[src/rtl/alu_retire_if.sv]
// Beat/writeback bundle between the ALU side and the retire stage.
// The retire stage takes the slave view; the producer/checker takes the master view.
interface alu_retire_if #(
    parameter int unsigned CNT_WIDTH = 32
) ();
    logic                 in_Valid;
    logic                 out_Ready;
    logic                 in_Stall;
    logic [31:0]          in_Y;
    logic [3:0]           in_CNZV;
    logic                 in_Writeback;
    logic                 in_Set_cond;
    logic [3:0]           in_Rd;
    logic [3:0]           in_Cond;
    logic [3:0]           out_CNZV;
    logic                 out_Rf_we;
    logic [3:0]           out_Rf_addr;
    logic [31:0]          out_Rf_data;
    logic                 out_Pc_we;
    logic [31:0]          out_Pc_data;
    logic [CNT_WIDTH-1:0] out_Retired;
    logic [CNT_WIDTH-1:0] out_Squashed;

    modport slave (
        input  in_Valid, in_Stall, in_Y, in_CNZV, in_Writeback, in_Set_cond, in_Rd, in_Cond,
        output out_Ready, out_CNZV, out_Rf_we, out_Rf_addr, out_Rf_data,
               out_Pc_we, out_Pc_data, out_Retired, out_Squashed
    );

    modport master (
        output in_Valid, in_Stall, in_Y, in_CNZV, in_Writeback, in_Set_cond, in_Rd, in_Cond,
        input  out_Ready, out_CNZV, out_Rf_we, out_Rf_addr, out_Rf_data,
               out_Pc_we, out_Pc_data, out_Retired, out_Squashed
    );
endinterface

[src/rtl/alu_retire.sv]
// Retire/writeback stage: ARM condition check, CPSR flag ownership, register-file write,
// PC redirect and wrong-path squash after a redirect.
module alu_retire #(
    parameter int unsigned FLUSH_DEPTH = 2,
    parameter int unsigned CNT_WIDTH   = 32
) (
    input  logic          in_Clk,
    input  logic          in_Reset_n,
    alu_retire_if.slave   bus
);
    localparam int unsigned FC_W = (FLUSH_DEPTH > 0) ? $clog2(FLUSH_DEPTH + 1) : 1;

    typedef enum logic {
        ST_RUN   = 1'b0,
        ST_FLUSH = 1'b1
    } state_t;

    state_t               r_state;
    logic [FC_W-1:0]      r_cnt;
    logic [3:0]           r_cnzv;
    logic                 r_rf_we;
    logic [3:0]           r_rf_addr;
    logic [31:0]          r_rf_data;
    logic                 r_pc_we;
    logic [31:0]          r_pc_data;
    logic [CNT_WIDTH-1:0] r_retired;
    logic [CNT_WIDTH-1:0] r_squashed;

    logic w_accept;
    logic w_pass;
    logic w_c, w_n, w_z, w_v;
    logic w_rd_pc;

    assign w_accept = bus.in_Valid & ~bus.in_Stall;
    assign w_rd_pc  = (bus.in_Rd == 4'd15);
    assign w_c      = r_cnzv[3];
    assign w_n      = r_cnzv[2];
    assign w_z      = r_cnzv[1];
    assign w_v      = r_cnzv[0];

    // Condition evaluated against the flags committed before this beat
    always_comb begin
        w_pass = 1'b0;
        case (bus.in_Cond)
            4'h0: w_pass = w_z;
            4'h1: w_pass = ~w_z;
            4'h2: w_pass = w_c;
            4'h3: w_pass = ~w_c;
            4'h4: w_pass = w_n;
            4'h5: w_pass = ~w_n;
            4'h6: w_pass = w_v;
            4'h7: w_pass = ~w_v;
            4'h8: w_pass = w_c & ~w_z;
            4'h9: w_pass = ~w_c | w_z;
            4'hA: w_pass = (w_n == w_v);
            4'hB: w_pass = (w_n != w_v);
            4'hC: w_pass = ~w_z & (w_n == w_v);
            4'hD: w_pass = w_z | (w_n != w_v);
            4'hE: w_pass = 1'b1;
            default: w_pass = 1'b0;
        endcase
    end

    always_ff @(posedge in_Clk or negedge in_Reset_n) begin
        if (!in_Reset_n) begin
            r_state    <= ST_RUN;
            r_cnt      <= '0;
            r_cnzv     <= '0;
            r_rf_we    <= 1'b0;
            r_rf_addr  <= '0;
            r_rf_data  <= '0;
            r_pc_we    <= 1'b0;
            r_pc_data  <= '0;
            r_retired  <= '0;
            r_squashed <= '0;
        end else begin
            r_rf_we <= 1'b0;
            r_pc_we <= 1'b0;
            if (w_accept) begin
                case (r_state)
                    ST_FLUSH: begin
                        // Wrong-path beat: dropped whatever its condition says
                        r_squashed <= r_squashed + CNT_WIDTH'(1);
                        r_cnt      <= r_cnt - FC_W'(1);
                        if (r_cnt == FC_W'(1)) begin
                            r_state <= ST_RUN;
                        end
                    end
                    default: begin
                        if (w_pass) begin
                            r_retired <= r_retired + CNT_WIDTH'(1);
                            if (bus.in_Writeback && w_rd_pc) begin
                                r_pc_we   <= 1'b1;
                                r_pc_data <= {bus.in_Y[31:2], 2'b00};
                                if (FLUSH_DEPTH > 0) begin
                                    r_state <= ST_FLUSH;
                                    r_cnt   <= FC_W'(FLUSH_DEPTH);
                                end
                            end else if (bus.in_Writeback) begin
                                r_rf_we   <= 1'b1;
                                r_rf_addr <= bus.in_Rd;
                                r_rf_data <= bus.in_Y;
                            end
                            // S with Rd==15 would restore SPSR, which this core lacks
                            if (bus.in_Set_cond && !w_rd_pc) begin
                                r_cnzv <= bus.in_CNZV;
                            end
                        end else begin
                            r_squashed <= r_squashed + CNT_WIDTH'(1);
                        end
                    end
                endcase
            end
        end
    end

    assign bus.out_Ready    = ~bus.in_Stall;
    assign bus.out_CNZV     = r_cnzv;
    assign bus.out_Rf_we    = r_rf_we;
    assign bus.out_Rf_addr  = r_rf_addr;
    assign bus.out_Rf_data  = r_rf_data;
    assign bus.out_Pc_we    = r_pc_we;
    assign bus.out_Pc_data  = r_pc_data;
    assign bus.out_Retired  = r_retired;
    assign bus.out_Squashed = r_squashed;
endmodule

[src/flat_wrapper.sv]
// flat-port wrapper written by rule: the top's interface ports become plain ports
module alu_retire_flat 
#(
    parameter int unsigned FLUSH_DEPTH = 2,
    parameter int unsigned CNT_WIDTH   = 32
)
  (in_Clk, in_Reset_n, bus_in_Valid, bus_in_Stall, bus_in_Y, bus_in_CNZV, bus_in_Writeback, bus_in_Set_cond, bus_in_Rd, bus_in_Cond, bus_out_Ready, bus_out_CNZV, bus_out_Rf_we, bus_out_Rf_addr, bus_out_Rf_data, bus_out_Pc_we, bus_out_Pc_data, bus_out_Retired, bus_out_Squashed);
  alu_retire_if #(.CNT_WIDTH(CNT_WIDTH)) bus_i ();
  input  logic in_Clk;
  input  logic in_Reset_n;
  input wire logic [$bits(bus_i.in_Valid)-1:0] bus_in_Valid;
  input wire logic [$bits(bus_i.in_Stall)-1:0] bus_in_Stall;
  input wire logic [$bits(bus_i.in_Y)-1:0] bus_in_Y;
  input wire logic [$bits(bus_i.in_CNZV)-1:0] bus_in_CNZV;
  input wire logic [$bits(bus_i.in_Writeback)-1:0] bus_in_Writeback;
  input wire logic [$bits(bus_i.in_Set_cond)-1:0] bus_in_Set_cond;
  input wire logic [$bits(bus_i.in_Rd)-1:0] bus_in_Rd;
  input wire logic [$bits(bus_i.in_Cond)-1:0] bus_in_Cond;
  output wire logic [$bits(bus_i.out_Ready)-1:0] bus_out_Ready;
  output wire logic [$bits(bus_i.out_CNZV)-1:0] bus_out_CNZV;
  output wire logic [$bits(bus_i.out_Rf_we)-1:0] bus_out_Rf_we;
  output wire logic [$bits(bus_i.out_Rf_addr)-1:0] bus_out_Rf_addr;
  output wire logic [$bits(bus_i.out_Rf_data)-1:0] bus_out_Rf_data;
  output wire logic [$bits(bus_i.out_Pc_we)-1:0] bus_out_Pc_we;
  output wire logic [$bits(bus_i.out_Pc_data)-1:0] bus_out_Pc_data;
  output wire logic [$bits(bus_i.out_Retired)-1:0] bus_out_Retired;
  output wire logic [$bits(bus_i.out_Squashed)-1:0] bus_out_Squashed;
  assign bus_i.in_Valid = bus_in_Valid;
  assign bus_i.in_Stall = bus_in_Stall;
  assign bus_i.in_Y = bus_in_Y;
  assign bus_i.in_CNZV = bus_in_CNZV;
  assign bus_i.in_Writeback = bus_in_Writeback;
  assign bus_i.in_Set_cond = bus_in_Set_cond;
  assign bus_i.in_Rd = bus_in_Rd;
  assign bus_i.in_Cond = bus_in_Cond;
  assign bus_out_Ready = bus_i.out_Ready;
  assign bus_out_CNZV = bus_i.out_CNZV;
  assign bus_out_Rf_we = bus_i.out_Rf_we;
  assign bus_out_Rf_addr = bus_i.out_Rf_addr;
  assign bus_out_Rf_data = bus_i.out_Rf_data;
  assign bus_out_Pc_we = bus_i.out_Pc_we;
  assign bus_out_Pc_data = bus_i.out_Pc_data;
  assign bus_out_Retired = bus_i.out_Retired;
  assign bus_out_Squashed = bus_i.out_Squashed;
  alu_retire #(.FLUSH_DEPTH(FLUSH_DEPTH), .CNT_WIDTH(CNT_WIDTH)) u_core (.in_Clk(in_Clk), .in_Reset_n(in_Reset_n), .bus(bus_i));
endmodule
[config.mk]
export PLATFORM = sky130hd
export DESIGN_NAME = alu_retire_flat
export DESIGN_NICKNAME = d
export VERILOG_FILES = /design/src/rtl/alu_retire_if.sv /design/src/rtl/alu_retire.sv /design/src/flat_wrapper.sv
export SDC_FILE = /design/constraint.sdc
export NUM_CORES = 1
export LEC_CHECK = 0
export ABC_AREA = 0
export ABC_CLOCK_PERIOD_IN_PS = 4000
export BUFFER_PORTS_ARGS = -buffer_cell sky130_fd_sc_hd__buf_2
export CAP_MARGIN = 10
export CORE_UTILIZATION = 45
export CTS_BUF_LIST = sky130_fd_sc_hd__clkbuf_4 sky130_fd_sc_hd__clkbuf_8 sky130_fd_sc_hd__clkbuf_16
export DETAILED_ROUTE_END_ITERATION = 6
export GPL_ROUTABILITY_DRIVEN = 0
export PLACE_DENSITY = 0.78
export SETUP_SLACK_MARGIN = 0.02
export SYNTH_ARGS = -nofsm -noshare
export SYNTH_HDL_FRONTEND = slang
export SYNTH_SLANG_ARGS = --single-unit
export TNS_END_PERCENT = 20
[constraint.sdc]
create_clock -name in_Clk -period 4 [get_ports in_Clk]
set_input_delay 0.4 -clock in_Clk [delete_from_list [all_inputs] [get_ports in_Clk]]
set_output_delay 0.4 -clock in_Clk [all_outputs]
set_load 0.01 [all_outputs]
==> results of run 1 <==
==> power groups by stage <==
stage / combinational [µW] / sequential, µW / clock (µW)
after floorplan: 290 / 1890 / 0
after global placement: 703 / 1790 / 0
after detailed placement: 732 / 1810 / 0
after CTS: 734 / 1790 / 1740
after global routing: 790 / 1830 / 1800
final: 722 / 1790 / 1720
==> metal layers <==
metal	GRT usage, %	up-vias
met5	0	-
met4	7.832	0
met3	5.939	15
met2	33.03	172
met1	26.77	2227
li1	-	2122
==> state kept, by name, summed over array words and instances (netlist names) <==
register,flops
u_core.bus.out_Retired,32
u_core.bus.out_Rf_data,32
u_core.bus.out_Squashed,32
u_core.bus.out_Pc_data,30
u_core.bus.out_CNZV,4
u_core.bus.out_Rf_addr,4
u_core.r_cnt,2
u_core.bus.out_Pc_we,1
u_core.bus.out_Rf_we,1
u_core.r_state,1
==> worst max-delay path by stage <==
stage | from | to | cells after the start
after floorplan | bus_in_Cond[2] | u_core.bus.out_Pc_data[10]$_DFFE_PN0P_ | 9
after detailed placement | bus_in_Cond[0] | u_core.bus.out_Rf_data[16]$_DFFE_PN0P_ | 8
after global routing | u_core.bus.out_CNZV[2]$_DFFE_PN0P_ | u_core.bus.out_Pc_data[28]$_DFFE_PN0P_ | 7
final | u_core.bus.out_CNZV[2]$_DFFE_PN0P_ | u_core.bus.out_Pc_data[14]$_DFFE_PN0P_ | 7
after global placement | bus_in_Cond[0] | u_core.bus.out_Rf_data[10]$_DFFE_PN0P_ | 8
after CTS | u_core.bus.out_CNZV[2]$_DFFE_PN0P_ | u_core.bus.out_Pc_data[21]$_DFFE_PN0P_ | 7
==> layout by cell type, fill, tap and decap left out, types with 5 or more instances in the layout <==
cell type / netlist / final
buf_4: 5 / 6
nor4_1: 23 / 23
nor3_1: 8 / 8
nand3_1: 28 / 28
nor4b_1: 5 / 5
buf_2: 4 / 185
and3_1: 11 / 11
nor2b_1: 5 / 5
nand2_1: 20 / 20
inv_1: 6 / 6
xnor2_1: 20 / 20
nor2_1: 16 / 16
mux2_2: 43 / 43
dfrtp_1: 139 / 139
clkbuf_16: 0 / 17
and4_1: 9 / 9
clkbuf_8: 0 / 5
nand4_1: 17 / 17
xor2_1: 45 / 45
mux2_1: 29 / 29
==> worst reg2reg max path: cells and delay by family, from the launching register on <==
family,cells,cell delay (ps)
XOR/XNOR,1,210
AO/OA/AOI/OAI,2,430
AND/OR/NAND/NOR,2,810
multiplexers,1,420
flip-flops,1,450
buffers and inverters,1,380
==> area by class of cell <==
type,count,area [µm²]
fill,1096,5431
sequential,139,3478
multi-input combinational,320,2506
timing repair buffer,192,982.2
clock buffer,22,494.2
tap,176,220.2
clock inverter,10,160.2
inverter,6,22.52
==> stage by stage <==
| stage | cells | util (%) | total power [µW] |
|---|---|---|---|
| 5_1_grt | 865 | 59.15 | 4421 |
| 6_report | 865 | 59.15 | 4233 |
| 2_1_floorplan | 492 | - | 2177 |
| 3_3_place_gp | 833 | 54.23 | 2498 |
| 4_1_cts | 865 | 59.15 | 4270 |
| 3_5_place_dp | 833 | 54.23 | 2546 |
==> kinds of logic after synthesis <==
logic type,count (synthesis),synth area share (%)
AOI/OAI and AO/OA,15,2.031
xor gates and xnor gates,65,9.241
adders and majority gates,3,0.6093
buffers and inverters,33,3.006
DFF,139,56.46
muxes,73,13.32
other,1,0.06087
and+or+nand+nor,162,15.27
==> flow_metrics.env, run 1 <==
export IMPL_cts_tree="done"
export IMPL_pwr_share_comb_pct=17.1
export IMPL_dr_total_vias=4536
export IMPL_arrival_ps=3110
export IMPL_path_class="register to register"
export IMPL_outcome="complete, no violations"
export IMPL_r2r_slack_ps=1190
export IMPL_areaGrowthSynthToFinish_pct=27.64
export IMPL_wl_per_cell_um=16.17
export IMPL_clk_latency_ps=420
export IMPL_overflow=0
export IMPL_yosysUniqueCellTypes=48
export IMPL_diodes=0
export IMPL_grt_first_pass_wirelength_mm=23.03
export IMPL_hold_viol=0
export IMPL_route_met3_wl_um=893
export IMPL_p_int_uw=3079
export IMPL_initial_core_util_pct=46.34
export IMPL_finalInstanceArea_um2=7864
export IMPL_worst_slack_ps=1189
export IMPL_cts_htree_levels=4
export IMPL_drtIter0Drc=301
export IMPL_rsz0062_at_grt="false"
export IMPL_path_max_fanout=31
export IMPL_placed_cell_area_um2=7209
export IMPL_grt_use_total_pct=20.73
export IMPL_path_cells="xor2_1 > o22ai_1 > a31o_2 > nor4_1 > or3_1 > buf_4 > mux2_2"
export IMPL_antenna_left=0
export IMPL_synth_edf_count=0
export IMPL_grt_max_degree=98
export IMPL_post_cts_setup_buffers=0
export IMPL_clock_power_share_pct=40.6
export IMPL_cts_buffers=17
export IMPL_die_area_um2=14160
export IMPL_finalClockSkew_ps=10.20
export IMPL_post_cts_resized=0
export IMPL_p_leak_uw=0.004253
export IMPL_r2r_end="u_core.bus.out_Pc_data[14]$_DFFE_PN0P_"
export IMPL_viasPerCell=5.244
export IMPL_reg2reg_depth=7
export IMPL_core_area_um2=13300
export IMPL_worstSetupEndpointType="register"
export IMPL_io_buffer_count=186
export IMPL_rr_startpoint="u_core.bus.out_CNZV[2]$_DFFE_PN0P_"
export IMPL_yosysMostFrequentCell="dfrtp_1"
export IMPL_cpPeakStageDelay_ps=600
export IMPL_finalCritPeriodShare_pct=70.27
export IMPL_power_density_nw_per_um2=538.2
export IMPL_clock_sinks=139
export IMPL_antenna_found_initial=0
export IMPL_grt_pass1_vias=4598
export IMPL_worst_pin_slew_ps=1083
export IMPL_clk_pin_slew_worst_paths_ps=60
export IMPL_clockBufferDepth=2
export IMPL_yosysSeqAreaShare_pct=56.46
export IMPL_drc=0
export IMPL_min_period_ps=2811
export IMPL_route_met2_wl_mm=6.810
export IMPL_ir_worst_vdd_uv=366.3
export IMPL_cts_hold_buffers=0
export IMPL_synth_area_per_cell_um2=12.55
export IMPL_synth_top_area_share_pct=56.46
export IMPL_max_freq_ghz=0.3558
export IMPL_io_pins=189
export IMPL_syn_inst=491
export IMPL_ys_ff_latch=139
export IMPL_seqPwrFrac_pct=42.4
export IMPL_rows=42
export IMPL_met1_length_mm=6.094
export IMPL_whs_ps=55.90
export IMPL_finalSetupViolCount=0
export IMPL_die_w_um=119.0
export IMPL_slowest_stage="nor4_1"
export IMPL_final_setup_tns_ps=0
export IMPL_synthFlopType="dfrtp_1"
export IMPL_ys_top_cells_by_count="139 x dfrtp_1, 45 x xor2_1, 43 x mux2_2, 29 x mux2_1, 28 x nand3_1"
export IMPL_startpoint_type="register"
export IMPL_dpl_hpwl_mm=9.630
export IMPL_power_share_switching_pct=27.25
export IMPL_yosysTopAreaCell="dfrtp_1"
export IMPL_drv_cap=0
export IMPL_critPathRequiredTime_ps=4300
export IMPL_clockRootBuffer="clkbuf_16"
export IMPL_path_buf_inv=1
export IMPL_drt_total_wl_mm=13.99
export IMPL_preCtsSetupSlack_ps=1036
export IMPL_relSlewSlack_pct=27.61
export IMPL_highest_layer="met4"
export IMPL_crit_family="simple AND/OR/NAND/NOR gates"
export IMPL_synthTopCellsByArea="dfrtp_1 56%, mux2_2 7.9%, xor2_1 6.4%, mux2_1 5.3%, xnor2_1 2.8%"
export IMPL_finalMaxSlewViolations=0
export IMPL_drtPass1Iterations=4
export IMPL_die_y_um=119.0
export IMPL_synth_async_sr_flop_share_pct=100.0
export IMPL_synth_area_um2=6161
export IMPL_p_switching_uw=1153
export IMPL_fin_nets=729
export IMPL_drive_above_1_share_pct=39.77
export IMPL_ys_warn_count=0
export IMPL_hold_path_class="input port to async pin"
Note: power is estimated with default switching activity, not from simulation.
==> run 2, diff against run 1 <==
Settings changed: ABC_CLOCK_PERIOD_IN_PS 4000 to 2700.
Clock period 4 ns to 2.7 ns, I/O delays scaled along.
==> flow_metrics.env, run 2 (same netlist as run 1, synthesis figures left out) <==
export IMPL_outcome="complete, no violations"
export IMPL_final_common_cell="buf_2"
export IMPL_finalMaxSlewViolations=0
export IMPL_antenna_left=0
export IMPL_wl_per_cell_um=16.41
export IMPL_viasPerCell=5.277
export IMPL_rows=42
export IMPL_cpPeakStageDelay_ps=630
export IMPL_hold_path_class="input port to register"
export IMPL_r2r_end="u_core.bus.out_CNZV[3]$_DFFE_PN0P_"
export IMPL_power_density_nw_per_um2=758.9
export IMPL_rsz0062_at_grt="false"
export IMPL_clockRootBuffer="clkbuf_16"
export IMPL_relSlewSlack_pct=55.48
export IMPL_cts_htree_levels=4
export IMPL_whs_endpoint="u_core.bus.out_Rf_data[0]$_DFFE_PN0P_"
export IMPL_grt_pass1_vias=4576
export IMPL_diodes=0
export IMPL_finalCritPeriodShare_pct=95.96
export IMPL_grt_max_degree=67
export IMPL_drv_cap=0
export IMPL_multi_input_area_um2=2517
export IMPL_drtIter0Drc=259
export IMPL_areaGrowthSynthToFinish_pct=27.66
export IMPL_startpoint_type="register"
export IMPL_max_freq_ghz=0.3860
export IMPL_initial_core_util_pct=46.34
export IMPL_clk_pin_slew_worst_paths_ps=60
export IMPL_critPathRequiredTime_ps=2990
export IMPL_die_area_um2=14160
export IMPL_io_pins=189
export IMPL_clock_sinks=139
export IMPL_path_cells="xor2_1 > o22ai_1 > a31o_2 > o41ai_4 > buf_4 > nor2_1 > mux2_2"
export IMPL_clk_latency_ps=410
export IMPL_ir_worst_vdd_uv=522.0
export IMPL_whs_ps=79.26
export IMPL_dpl_hpwl_mm=9.666
export IMPL_worst_pin_slew_ps=665.9
export IMPL_finalSetupViolCount=0
export IMPL_cts_buffers=17
export IMPL_drc=0
export IMPL_register_area_um2=3478
export IMPL_r2r_slack_ps=110
export IMPL_min_delay_start="bus_in_Y[0]"
export IMPL_grt_first_pass_wirelength_mm=22.96
export IMPL_worstSetupEndpointType="register"
export IMPL_fin_nets=735
export IMPL_finalClockSkew_ps=6.730
export IMPL_drive_above_1_share_pct=40.14
export IMPL_slowest_stage="o41ai_4"
export IMPL_io_buffer_count=186
export IMPL_overflow=0
export IMPL_rr_startpoint="u_core.bus.out_CNZV[2]$_DFFE_PN0P_"
export IMPL_p_leak_uw=0.004263
export IMPL_min_period_ps=2591
export IMPL_arrival_ps=2880
export IMPL_min_path_cells=2
export IMPL_hold_viol=0
export IMPL_path_class="register to register"
export IMPL_dr_total_vias=4596
export IMPL_path_max_fanout=18
export IMPL_grt_use_total_pct=20.64
export IMPL_reg2reg_depth=7
export IMPL_drt_total_wl_mm=14.29
export IMPL_drtPass1Iterations=5
export IMPL_mostFrequentLayoutCells="185 x buf_2, 139 x dfrtp_1, 45 x xor2_1"
export IMPL_die_w_um=119.0
export IMPL_core_area_um2=13300
export IMPL_cts_tree="done"
export IMPL_final_setup_tns_ps=0
export IMPL_clockBufferDepth=2
export IMPL_fillers=1086
export IMPL_antenna_found_initial=0
export IMPL_die_y_um=119.0
run 2: cell count changes in the layout (fill, tap and decap cells not counted), sizes merged:
cell | before | now
clkbuf | 22 | 25
inv | 7 | 6
dlygate4sd3 | 0 | 1
buf | 192 | 196
nor2 | 17 | 18
clkinv | 4 | 5
bufinv | 4 | 1
run 2: what timing repair did:
item	4_1_cts	5_1_grt
gates resized for setup	0	1
setup buffers	0	0
setup endpoints to repair	0	36
hold buffers	1	0
hold endpoints to repair	48	0
run 2: worst max path at each step:
stage                                       start                                endpoint  cells past startpoint
6_report       u_core.bus.out_CNZV[2]$_DFFE_PN0P_      u_core.bus.out_CNZV[3]$_DFFE_PN0P_                      7
5_1_grt        u_core.bus.out_CNZV[2]$_DFFE_PN0P_      u_core.bus.out_CNZV[1]$_DFFE_PN0P_                      7
4_1_cts        u_core.bus.out_CNZV[2]$_DFFE_PN0P_  u_core.bus.out_Rf_data[12]$_DFFE_PN0P_                      6
3_5_place_dp                       bus_in_Cond[0]  u_core.bus.out_Rf_data[12]$_DFFE_PN0P_                      7
3_3_place_gp                       bus_in_Cond[0]  u_core.bus.out_Rf_data[10]$_DFFE_PN0P_                      7
2_1_floorplan  u_core.bus.out_CNZV[2]$_DFFE_PN0P_  u_core.bus.out_Pc_data[10]$_DFFE_PN0P_                      8
run 2: through the flow:
step / instances / util, % / instance area, µm² / setup WS [ps] / total power, µW
global placement: 837 / 54.64 / 7264 / 159.6 / 3704
floorplan: 492 / - / 6165 / 366.9 / 3225
CTS: 870 / 59.07 / 7854 / 49.41 / 6029
global route: 871 / 59.16 / 7865 / 22.44 / 6252
finish: 871 / 59.16 / 7865 / 109.1 / 5969
detailed placement: 837 / 54.64 / 7264 / 64.32 / 3771
run 2: where the power goes:
part | total, µW | switching, µW | internal, µW
combinational | 1080 | 579 | 500
clock | 2230 | 823 | 1410
sequential | 2650 | 251 | 2400
run 2: final cells by class:
cell class,count,area share (%)
tap,176,2.800
clock inverter,7,0.7954
clock buffer,25,6.570
sequential,139,44.23
multi-input combinational,321,32.01
inverter,6,0.2864
timing repair buffer,197,13.32
run 2: critical path, delay by kind of cell, from the launching register on:
family | cells | cell delay, ps
AO/OA/AOI/OAI | 3 | 1020
XOR/XNOR | 1 | 180
buffers and inverters | 1 | 350
flip-flops | 1 | 480
multiplexers | 1 | 300
AND/OR/NAND/NOR | 1 | 150
run 2: metal layers:
layer	track usage [%]	share of wire, %	vias up	routed length, µm
met3	6.944	5.7	20	817
li1	-	-	2134	-
met4	7.437	1.5	0	211
met5	0	0	-	0
met1	26.59	45	2276	6441
met2	32.34	48	166	6822
